### src/rtl/if_pkg.sv
// Package shared by the instruction-fetch stage.
// Holds the fetch FSM state type and the instruction constants that fetch
// must recognise (reset NOP, EBREAK and C.EBREAK).
package if_pkg;

   typedef enum logic [1:0] {
      BOOT = 2'd0,
      RUN  = 2'd1,
      HALT = 2'd2
   } state_t;

   localparam logic [31:0] NOP_INSTR    = 32'h0000_0013;
   localparam logic [31:0] EBREAK_INSTR = 32'h0010_0073;
   localparam logic [15:0] C_EBREAK     = 16'h9002;

endpackage

### src/rtl/rvc_align.sv
// Combinational instruction word alignment for RV32IC fetch.
// Ports:
//   imem_data   in   32  raw word from instruction memory
//   instr       out  32  32-bit instruction, or {16'h0, halfword} when compressed
//   compressed  out  1   low halfword is an RVC instruction
//   step        out  3   PC increment, 2 or 4
//   is_ebreak   out  1   instruction is EBREAK or C.EBREAK
module rvc_align
   import if_pkg::*;
#(
   parameter bit BIG_ENDIAN_IMEM = 1'b1
) (
   input  logic [31:0] imem_data,
   output logic [31:0] instr,
   output logic        compressed,
   output logic [2:0]  step,
   output logic        is_ebreak
);

   logic [31:0] w;

   always_comb begin
      // Byte-reverse big-endian memory so w[7:0] is the byte at the fetch address.
      if (BIG_ENDIAN_IMEM)
         w = {imem_data[7:0], imem_data[15:8], imem_data[23:16], imem_data[31:24]};
      else
         w = imem_data;

      compressed = (w[1:0] != 2'b11);
      step       = compressed ? 3'd2 : 3'd4;
      instr      = compressed ? {16'h0000, w[15:0]} : w;
      is_ebreak  = compressed ? (w[15:0] == C_EBREAK) : (w == EBREAK_INSTR);
   end

endmodule

### src/rtl/if_fetch_stage.sv
// RV32IC instruction-fetch stage: owns the PC, addresses the combinational
// instruction memory, and registers the aligned instruction into IF/ID.
// Ports:
//   clk, rst           clock and synchronous active-high reset
//   stall              hold PC and IF/ID contents
//   redirect_valid     flush IF/ID and load redirect_pc (bit 0 cleared)
//   redirect_pc        redirect target
//   imem_addr          byte address into imem (low ADDR_W bits of PC)
//   imem_data          combinational word at imem_addr
//   if_valid           IF/ID holds a real instruction
//   if_pc              PC of the IF/ID instruction
//   if_instr           instruction (zero-extended halfword when compressed)
//   if_is_compressed   IF/ID instruction is RVC
//   if_pc_next         if_pc + 2 or + 4
//   halted             fetch stopped after EBREAK / C.EBREAK
module if_fetch_stage
   import if_pkg::*;
#(
   parameter logic [31:0] RESET_PC        = 32'h0000_0000,
   parameter int          ADDR_W          = 12,
   parameter bit          BIG_ENDIAN_IMEM = 1'b1
) (
   input  logic              clk,
   input  logic              rst,
   input  logic              stall,
   input  logic              redirect_valid,
   input  logic [31:0]       redirect_pc,
   output logic [ADDR_W-1:0] imem_addr,
   input  logic [31:0]       imem_data,
   output logic              if_valid,
   output logic [31:0]       if_pc,
   output logic [31:0]       if_instr,
   output logic              if_is_compressed,
   output logic [31:0]       if_pc_next,
   output logic              halted
);

   state_t      state;
   logic [31:0] pc;
   logic [31:0] al_instr;
   logic        al_compressed;
   logic [2:0]  al_step;
   logic        al_is_ebreak;
   logic [31:0] pc_plus;
   logic [31:0] redirect_target;
   logic        unused_redirect_lsb;

   rvc_align #(
      .BIG_ENDIAN_IMEM(BIG_ENDIAN_IMEM)
   ) u_align (
      .imem_data (imem_data),
      .instr     (al_instr),
      .compressed(al_compressed),
      .step      (al_step),
      .is_ebreak (al_is_ebreak)
   );

   assign imem_addr           = pc[ADDR_W-1:0];
   assign pc_plus             = pc + {29'd0, al_step};
   assign redirect_target     = {redirect_pc[31:1], 1'b0};
   assign unused_redirect_lsb = redirect_pc[0];

   always_ff @(posedge clk) begin
      if (rst) begin
         state            <= BOOT;
         pc               <= RESET_PC;
         if_valid         <= 1'b0;
         if_pc            <= RESET_PC;
         if_instr         <= NOP_INSTR;
         if_is_compressed <= 1'b0;
         if_pc_next       <= RESET_PC + 32'd4;
         halted           <= 1'b0;
      end else begin
         case (state)
            BOOT: begin
               if (!stall)
                  state <= RUN;
            end
            RUN: begin
               if (redirect_valid) begin
                  pc       <= redirect_target;
                  if_valid <= 1'b0;
               end else if (!stall) begin
                  if_valid         <= 1'b1;
                  if_pc            <= pc;
                  if_instr         <= al_instr;
                  if_is_compressed <= al_compressed;
                  if_pc_next       <= pc_plus;
                  // The breakpoint itself is delivered; the PC stays on it.
                  if (al_is_ebreak) begin
                     state  <= HALT;
                     halted <= 1'b1;
                  end else begin
                     pc <= pc_plus;
                  end
               end
            end
            HALT: begin
               if (redirect_valid) begin
                  pc       <= redirect_target;
                  if_valid <= 1'b0;
                  halted   <= 1'b0;
                  state    <= RUN;
               end else if (!stall) begin
                  if_valid <= 1'b0;
               end
            end
            default: state <= BOOT;
         endcase
      end
   end

endmodule

### config.mk
export PLATFORM = sky130hd
export DESIGN_NAME = if_fetch_stage
export DESIGN_NICKNAME = d
export VERILOG_FILES = /design/src/rtl/if_pkg.sv /design/src/rtl/rvc_align.sv /design/src/rtl/if_fetch_stage.sv
export SDC_FILE = /design/constraint.sdc
export NUM_CORES = 1
export LEC_CHECK = 0
export CAP_MARGIN = 20
export CORE_MARGIN = 2
export CORE_UTILIZATION = 25
export DETAILED_ROUTE_END_ITERATION = 10
export GPL_TIMING_DRIVEN = 0
export SLEW_MARGIN = 15
export SYNTH_ARGS = -nofsm -noshare
export SYNTH_HDL_FRONTEND = slang
export SYNTH_SLANG_ARGS = --single-unit
### constraint.sdc
create_clock -name clk -period 8.1 [get_ports clk]
set_input_delay 2.43 -clock clk [delete_from_list [all_inputs] [get_ports clk]]
set_output_delay 2.43 -clock clk [all_outputs]
set_load 0.05 [all_outputs]
==> impl_results.md <==
* Pwr per Cell Area at 202 mW/mm²
* Vias in the first global route at 5943
* FFs w/ async S/R, synth at 0
* # Max-Cap Violations at 0
* Initial core utilization at 0.252
* Via count at 6350
* Final #Nets at 1043
* Port-buffer cells at 172
* Worst path required time at 8430 ps
* Yosys warning total at 0
* Max VDD drop at 85.3 µV
* Final wirelength at 23400 µm
* Synth area leaders: dfxtp_1 43%, nand2_1 9.7%, a21oi_1 8.7%
* Largest family of logic cells by synthesized area: simple AND/OR/NAND/NOR gates
* WHS Endpoint: if_instr[21]
* Mux cell area share after synthesis at 0
* Reg2Reg Setup Slack at 5510 ps
* Final Hold Viols at 0
* Fin crit share at 0.650
* Area delta synth->final at 44.7%
* Post-DRT Antenna Nets at 0
* Synth Area in Simple Gates at 0.257
* Xor/xnor share of the synthesized area at 0.0361
* DR vias/cell at 4.85
* IO Pins at 179
* DRT Pass-1 Iters at 6
* Crit start category: input port
* Synth Area per Inst at 7.80 µm²
* CTS Sinks at 130
* Clock slew at reported path FFs at 60 ps
* Final instance area at 0.00878 mm²
* R2R depth at 8
* Status: finished clean
* Clk buf depth at 2
* Max Slew Vio Count at 0
* Area occupied by multi-input gates at 0.00306 mm²
* HP Start: if_instr[21]
* Total gr overflow at 0
* PostCTS Resize Cnt at 0
* R2r endpoint: if_pc[7]
* Capturing element type of the critical path: flop
* # hold bufs at CTS at 0
* Diode count at 0
* Setup TNS at 0 ps
* Leak Pwr at 2.86 nW
* Leading area contributor after synthesis: dfxtp_1
* Core area at 0.0241 mm²
* Initial antenna violation count at 0
* Setup Skew at 6.27 ps
* Post-Synth Adder-Cell Area at 0.00825
* Count of different cell masters after synthesis at 53
* Die span in x at 160 µm
* Worst Hold Class: flop to flop
* Most common cell after layout, fill and taps aside: clkdlybuf4s50_1
* Share of layout cells above drive strength 1 at 0.0722
* Compound-gate portion of the synthesized area at 0.201
* Hold Path Cell Cnt at 2
* Register Area at 0.00260 mm²
* Die area at 0.0255 mm²
* Final core occ at 0.364
* Top FF cell, synth: dfxtp_1
* Minimum clock period at 5270 ps
* WS Path Type: input port to flop
* Final setup viols at 0
* Avg WL per Cell at 17.9 µm
* Largest fanout on the critical path at 10
* Global Route Usage Sum at 0.181
* Number of synthesized flops with an enable pin at 0
* First-pass GRT wire length at 35600 µm
* M1 GR Usage at 0.246
* Slew @ Worst Pin at 715 ps
* Worst skew pair latency at 430 ps
* Rel. slew slack at 0.523
* H-tree Lvls at 4
* TritonCTS clock tree: yes
* Largest net degree at the start of global routing at 17
* Initial DRC Count at 555
* Fill count at 2561
* DIE HEIGHT at 160 µm
* Worst R2R Start: state[1]
* Yosys top cell area share at 0.429
* Met3 GRT Util at 0.0455
* F_max at 190 MHz
* Commonest cells after routing, fill and taps aside: 172 x clkdlybuf4s50_1, 157 x nand2_1, 130 x dfxtp_1
* # Post-CTS Setup Buffers at 0
* Met2 Use GR at 0.289
* Placer Congestion at 0.897
* Root Buffer: clkbuf_16
* Post-Syn Area at 0.00607 mm²
* Row cnt at 57
* Total CTS buffers at 17
* Synthesis-stage register bit count at 130
* RSZ-0062 raised after global routing: false
* Area post-placement at 0.00820 mm²
* Drc violations at 0
* Arrival time at the worst endpoint at 5600 ps
* DP HPWL at 17600 µm
* GRT Max-Usage Layer: met2
* Share of the yosys chip area belonging to registers at 0.429
* Post-synthesis cell count at 778
[how the worst max path moves through the flow]
stage	startpoint	endpoint	cells after the start
5_1_grt	imem_data[25]	pc[19]	12
4_1_cts	imem_data[25]	pc[19]	12
3_3_place_gp	imem_data[24]	pc[19]	12
3_5_place_dp	imem_data[24]	pc[19]	12
6_report	imem_data[25]	pc[19]	12
2_1_floorplan	imem_data[25]	pc[19]	11
[where the power goes]
part | internal, mW | leakage, nW | switching [mW]
Clock | 0.459 | 0.267 | 0.302
Combinational | 0.115 | 1.54 | 0.207
Sequential | 0.666 | 1.05 | 0.0258
Total | 1.24 | 2.86 | 0.535
[final cells by class]
type,instances,share of cell area
multi-input cells,561,0.348
flip-flops and latches,130,0.296
repair buffers,172,0.196
clock buffers,19,0.0504
well taps,324,0.0462
plain buffers,81,0.0436
clock inverters,13,0.0157
inverters,8,0.00342
[cells in the mapped netlist, types with 8 or more instances]
| cell | count |
|---|---|
| nand2b_1 | 11 |
| nor4_1 | 9 |
| nor2_1 | 59 |
| nand3_1 | 27 |
| o32ai_1 | 8 |
| buf_2 | 12 |
| o21ai_0 | 18 |
| clkbuf_1 | 51 |
| nor3_1 | 18 |
| xor2_1 | 15 |
| a21oi_1 | 105 |
| nand4_1 | 11 |
| buf_4 | 17 |
| a211oi_1 | 25 |
| nand2_1 | 157 |
| xnor2_1 | 10 |
| dfxtp_1 | 130 |
| inv_1 | 8 |
[registers in the layout, indices dropped and copies added, names as in the netlist]
name              flops
halted                1
if_instr             32
if_is_compressed      1
if_pc                31
if_pc_next           31
if_valid              1
pc                   31
state                 2
[stage by stage]
| stage | instances | power [mW] | hold WS (ps) | worst slack (ps) |
|---|---|---|---|---|
| after floorplan | 780 | 0.891 | 454 | 3690 |
| after global placement | 1276 | 1.02 | 437 | 2440 |
| after detailed placement | 1276 | 1.03 | 443 | 2430 |
| after CTS | 1308 | 1.79 | 451 | 2870 |
| after global routing | 1308 | 1.84 | 469 | 2640 |
| final | 1308 | 1.78 | 452 | 2830 |
[cell families after synthesis]
group / Yosys count
buf+inv: 89
compound gates: 196
fa+ha+maj: 4
other cells: 1
flops: 130
simple gates: 333
xor+xnor: 25
[per-layer routing]
metal  share of wire  vias to the layer above  wire [µm]
li1                -                     3070          -
met1            0.44                     2975      10400
met2            0.46                      278      10800
met3           0.082                       27       1930
met4           0.015                        0        345
met5               0                        -          0
[critical path: stages]
cell	delay, ps
clkdlybuf4s50_1	680
and2_1	290
clkbuf_1	440
xor2_1	200
ha_1	160
a31o_2	210
and2_1	210
buf_2	240
nand3_1	120
xnor2_1	210
nor2_1	80
o41ai_1	300
(Power assumes the default switching activity.)
